$ cat config.mk
export PLATFORM = sky130hd
export DESIGN_NAME = writeback_arbiter
export DESIGN_NICKNAME = d
export VERILOG_FILES = /design/src/rtl/writeback_arbiter.sv
export SDC_FILE = /design/constraint.sdc
export NUM_CORES = 1
export LEC_CHECK = 0
export CORE_AREA = 4 4 108 110
export DETAILED_ROUTE_END_ITERATION = 8
export DIE_AREA = 0 0 112 114
export PLACE_DENSITY = 0.75
export SLEW_MARGIN = 25
export SYNTH_ARGS = -nofsm -noshare
export SYNTH_HDL_FRONTEND = slang
export SYNTH_SLANG_ARGS = --single-unit
$ cat constraint.sdc
create_clock -name clk -period 1.8 [get_ports clk]
set_input_delay 0.45 -clock clk [delete_from_list [all_inputs] [get_ports clk]]
set_output_delay 0.45 -clock clk [all_outputs]
set_load 0.03 [all_outputs]
$ cat src/rtl/writeback_arbiter.sv
// writeback_arbiter
// Merges the single-cycle ALU result path and the multi-cycle load path onto
// the single write port of the register file. Each source owns a one-entry
// holding register behind a valid/ready handshake; a fixed-priority arbiter
// (memory first) picks at most one entry per cycle and loads a registered
// output stage that drives write_reg / write_data / reg_write.
//
// Handshake: a transfer happens on a rising edge where X_valid & X_ready.
// X_ready = ~X_full | X_drain and depends only on state, never on X_valid.
// A transfer whose destination is x0 completes but is dropped.
//
// Optional feature macro: WB_STARVE_GUARD_EN. When defined, a 4-bit counter
// tracks consecutive lost arbitrations of the ALU entry; once it reaches
// STARVE_LIMIT (legal 1..15) the ALU entry wins the next arbitration.
// When undefined, memory has strict priority and the ALU may wait forever.
module writeback_arbiter #(
    parameter int DATA_WIDTH   = 32,
    parameter int STARVE_LIMIT = 4
) (
    input  logic                  clk,
    input  logic                  reset,
    input  logic                  alu_valid,
    input  logic [4:0]            alu_rd,
    input  logic [DATA_WIDTH-1:0] alu_data,
    output logic                  alu_ready,
    input  logic                  mem_valid,
    input  logic [4:0]            mem_rd,
    input  logic [DATA_WIDTH-1:0] mem_data,
    output logic                  mem_ready,
    output logic [4:0]            write_reg,
    output logic [DATA_WIDTH-1:0] write_data,
    output logic                  reg_write,
    output logic                  busy
);

    // Holding registers
    logic                  alu_full_q, alu_full_d;
    logic [4:0]            alu_rd_q, alu_rd_d;
    logic [DATA_WIDTH-1:0] alu_data_q, alu_data_d;
    logic                  mem_full_q, mem_full_d;
    logic [4:0]            mem_rd_q, mem_rd_d;
    logic [DATA_WIDTH-1:0] mem_data_q, mem_data_d;

    // Output stage
    logic                  reg_write_q, reg_write_d;
    logic [4:0]            write_reg_q, write_reg_d;
    logic [DATA_WIDTH-1:0] write_data_q, write_data_d;

    // Arbitration results
    logic alu_drain;
    logic mem_drain;
    logic force_alu;
    logic alu_take;
    logic mem_take;

`ifdef WB_STARVE_GUARD_EN
    localparam logic [3:0] LIMIT = STARVE_LIMIT[3:0];

    logic [3:0] starve_q, starve_d;

    // ALU entry is forced through once it has lost LIMIT arbitrations in a row
    assign force_alu = (starve_q == LIMIT);

    // Count cycles where the ALU entry waits; a win clears the count
    always_comb begin
        starve_d = starve_q;
        if (alu_drain) begin
            starve_d = 4'd0;
        end else if (alu_full_q) begin
            starve_d = starve_q + 4'd1;
        end
    end

    // Starvation counter register
    always_ff @(posedge clk or negedge reset) begin
        if (!reset) begin
            starve_q <= 4'd0;
        end else begin
            starve_q <= starve_d;
        end
    end
`else
    assign force_alu = 1'b0;
`endif

    // Fixed priority: memory wins unless the ALU is alone or being forced
    always_comb begin
        alu_drain = alu_full_q & (~mem_full_q | force_alu);
        mem_drain = mem_full_q & ~alu_drain;
    end

    // Ready is a pure function of state so it never loops back through valid
    assign alu_ready = ~alu_full_q | alu_drain;
    assign mem_ready = ~mem_full_q | mem_drain;

    // Only non-x0 transfers occupy a holding register
    assign alu_take = alu_valid & alu_ready & (alu_rd != 5'd0);
    assign mem_take = mem_valid & mem_ready & (mem_rd != 5'd0);

    // Next state of both holds: drain empties, a same-edge capture refills
    always_comb begin
        alu_full_d = alu_full_q & ~alu_drain;
        alu_rd_d   = alu_rd_q;
        alu_data_d = alu_data_q;
        mem_full_d = mem_full_q & ~mem_drain;
        mem_rd_d   = mem_rd_q;
        mem_data_d = mem_data_q;
        if (alu_take) begin
            alu_full_d = 1'b1;
            alu_rd_d   = alu_rd;
            alu_data_d = alu_data;
        end
        if (mem_take) begin
            mem_full_d = 1'b1;
            mem_rd_d   = mem_rd;
            mem_data_d = mem_data;
        end
    end

    // Holding register state
    always_ff @(posedge clk or negedge reset) begin
        if (!reset) begin
            alu_full_q <= 1'b0;
            alu_rd_q   <= 5'd0;
            alu_data_q <= '0;
            mem_full_q <= 1'b0;
            mem_rd_q   <= 5'd0;
            mem_data_q <= '0;
        end else begin
            alu_full_q <= alu_full_d;
            alu_rd_q   <= alu_rd_d;
            alu_data_q <= alu_data_d;
            mem_full_q <= mem_full_d;
            mem_rd_q   <= mem_rd_d;
            mem_data_q <= mem_data_d;
        end
    end

    // Winner loads the write port; with no winner the address/data are kept
    always_comb begin
        reg_write_d  = alu_drain | mem_drain;
        write_reg_d  = write_reg_q;
        write_data_d = write_data_q;
        if (mem_drain) begin
            write_reg_d  = mem_rd_q;
            write_data_d = mem_data_q;
        end else if (alu_drain) begin
            write_reg_d  = alu_rd_q;
            write_data_d = alu_data_q;
        end
    end

    // Registered write port toward the register file
    always_ff @(posedge clk or negedge reset) begin
        if (!reset) begin
            reg_write_q  <= 1'b0;
            write_reg_q  <= 5'd0;
            write_data_q <= '0;
        end else begin
            reg_write_q  <= reg_write_d;
            write_reg_q  <= write_reg_d;
            write_data_q <= write_data_d;
        end
    end

    assign reg_write  = reg_write_q;
    assign write_reg  = write_reg_q;
    assign write_data = write_data_q;
    assign busy       = alu_full_q | mem_full_q | reg_write_q;

endmodule

==> impl_metrics.yaml <==
critical_path:
  critPathKind: "reg2out"
  worst-r2r-setup-slack_ns: 0.12
  r2r-start: "mem_full_q"
  path_cells: "or3_4 -> buf_6"
  worst_ep_required_time_ns: 1.35
  critPathCaptureType: "primary output"
  crit_end: "busy"
  slowest_delay_ns: 0.40
  cpMaxStageDelayCell: "dfrtp_2"
  arrival_ns: 1.43
  r2r_end: "alu_data_q[5]"
  critical_path.startpoint: "alu_full_q"
  reg2reg_depth: 5
  start_kind: "flip-flop"
  worstPathMaxFanout: 2
yosys:
  synth_seq_area_share_pct: 61.84
  syn_inst: 337
  netlist_top_cells_count: "dfrtp_1, mux2_2, nand2_1, o21ai_0, mux2i_1"
  syn_area_um2: 4613
  synth.distinct_cells: 22
  ys.flop_type: "dfrtp_1"
  synth-edff-count: 0
  synth.largest_area_cell: "dfrtp_1"
  synth_seq_cells: 114
  syn_nets: 415
  yosysMostFrequentCell: "dfrtp_1"
  synth_area_per_cell_um2: 13.69
  synth.area.top_cells: "dfrtp_1, mux2_2, mux2i_1, o21ai_0, nand2_1"
  ys_warn_count: 0
  synth_top_area_share_pct: 61.84
  synth-async-reset-ratio_pct: 100.0
layout:
  syn_to_final_growth_pct: 44.72
  nets: 558
  multiInputGateArea_um2: 1635
  nFillCells: 866
  final-seq-area_um2: 2855
  antenna_cells: 0
  drive_gt1_share_pct: 26.37
detailed_routing:
  drt-pass1-iter-count: 4
  post_drt_wl_per_cell_um: 16.85
  drc_errors: 0
  antenna_left: 0
  avgViaCountPerCell: 4.919
  dr_total_vias: 3114
  drt-initial-drc-count: 158
  wirelength_um: 10670
power_and_ir_drop:
  power_uw: 7432
  peakVddDrop_mv: 0.5773
  power-per-cell-area_nw_per_um2: 1113
  p_leak_uw: 0.003077
sta:
  finalMaxSlewViolations: 0
  period_share_pct: 104.7
  hold_slack_ns: 0.2659
  finalSetupViolCount: 1
  layout_setup_ws_ns: -0.08433
  clock_skew_ns: 0.008307
  hold_violations: 0
  maxSlewHeadroom_pct: 61.84
  max_clock_freq_mhz: 530.7
  rsz0062_at_grt: "yes"
  worstMarginPinSlew_ns: 0.5724
  period_minus_slack_ns: 1.884
cts:
  cts.sinks: 114
  cts_buffers: 17
  cts_buffer_depth: 2
  root_buffer: "clkbuf_8"
  clk_pin_slew_worst_paths_ns: 0.06
  clock_latency_ns: 0.49
  cts_tree: "done"
  htreeDepth: 4
floorplan:
  core_area_um2: 10700
  fp.dieW_um: 112
  die_y_um: 114
  rows: 38
  die_area_um2: 12770
  start_util_pct: 43.12
  pin_count: 119
grt:
  antenna_found_initial: 0
  grt_pass1_vias: 3417
  grt_pass1_wl_um: 16930
  grt_use_total_pct: 16.63
  gr-total-overflow: 0
  grt_max_degree: 39
run_status:
  violations: "setup timing"
  outcome: "finished with violations"
placement:
  dp.final_hpwl_um: 7236
  place_congestion: 0.7666
  port_buffers: 117
hold_path:
  hold_path_class: "in2reg"
  hold_start: "mem_rd[0]"
job:
  maxCapViolCount: 0
## worst min-delay path by stage
stage                                to  slack, ns  cells after the start
after floorplan           alu_data_q[0]       0.15                      0
after global placement    write_data[1]       0.40                      1
after detailed placement  write_data[1]       0.41                      1
after CTS                 write_data[1]       0.42                      2
after global routing        mem_rd_q[0]       0.25                      2
final                       mem_rd_q[0]       0.27                      2
## area by class of cell
cell class | count | share of cell area, %
sequential | 114 | 42.77
clock buffer | 22 | 6.784
inverter | 1 | 0.05622
multi-input combinational | 200 | 24.49
timing repair buffer | 146 | 21.98
clock inverter | 10 | 1.293
tap | 140 | 2.624
## critical path, delay by kind of cell (launching register included)
kind / cells / cell delay [ns]
DFF: 1 / 0.40
and+or+nand+nor: 1 / 0.40
buffers and inverters: 1 / 0.15
## metal layers
layer / global-route usage, % / routed length (um)
met1: 20.82 / 4576
met2: 28.54 / 5521
met3: 3.926 / 424
met4: 5.689 / 142
met5: 0 / 0
## cells in the final DEF (no fill, tap or decap), drive strengths merged, types with 2 or more instances in the layout
master / count
dfrtp: 114
clkdlybuf4s50: 74
mux2: 64
nand2: 39
o21ai: 39
dlygate4sd2: 38
mux2i: 37
buf: 28
clkbuf: 25
a22o: 11
clkinv: 6
clkinvlp: 3
or3: 2
dlymetal6s2s: 2
a21boi: 2
## where the power goes
part / internal [uW] / switching [uW]
combinational: 663 / 689
clock: 1890 / 1080
sequential: 2920 / 190
total: 5470 / 1960
## cell families after synthesis
| logic type | share of synthesized area (%) |
|---|---|
| and+or+nand+nor | 3.878 |
| DFF | 61.84 |
| muxes | 23.65 |
| buffers and inverters | 2.983 |
| AOI/OAI and AO/OA | 7.567 |
| other | 0.08129 |
## what timing repair did
item                                   CTS  global route
setup endpoints to repair               40            22
endpoints found under the hold margin   27             0
gates cloned                             0             3
pin swaps                                1             2
resized for setup                       52             5
buffers inserted                         0             4
hold buffers                             1             0
## stage by stage
step	setup slack, ns	instances	util, %	cell area, um^2	TNS [ns]
2_1_floorplan	-0.07476	337	-	4617	-1.877
3_3_place_gp	-0.4539	593	56.55	6050	-25.23
3_5_place_dp	-0.4837	593	56.55	6050	-26.88
4_1_cts	-0.1011	626	61.27	6555	-0.1011
5_1_grt	-0.1220	633	62.41	6676	-0.1814
6_report	-0.08433	633	62.41	6676	-0.08433
Note: power is estimated with default switching activity, not from simulation.
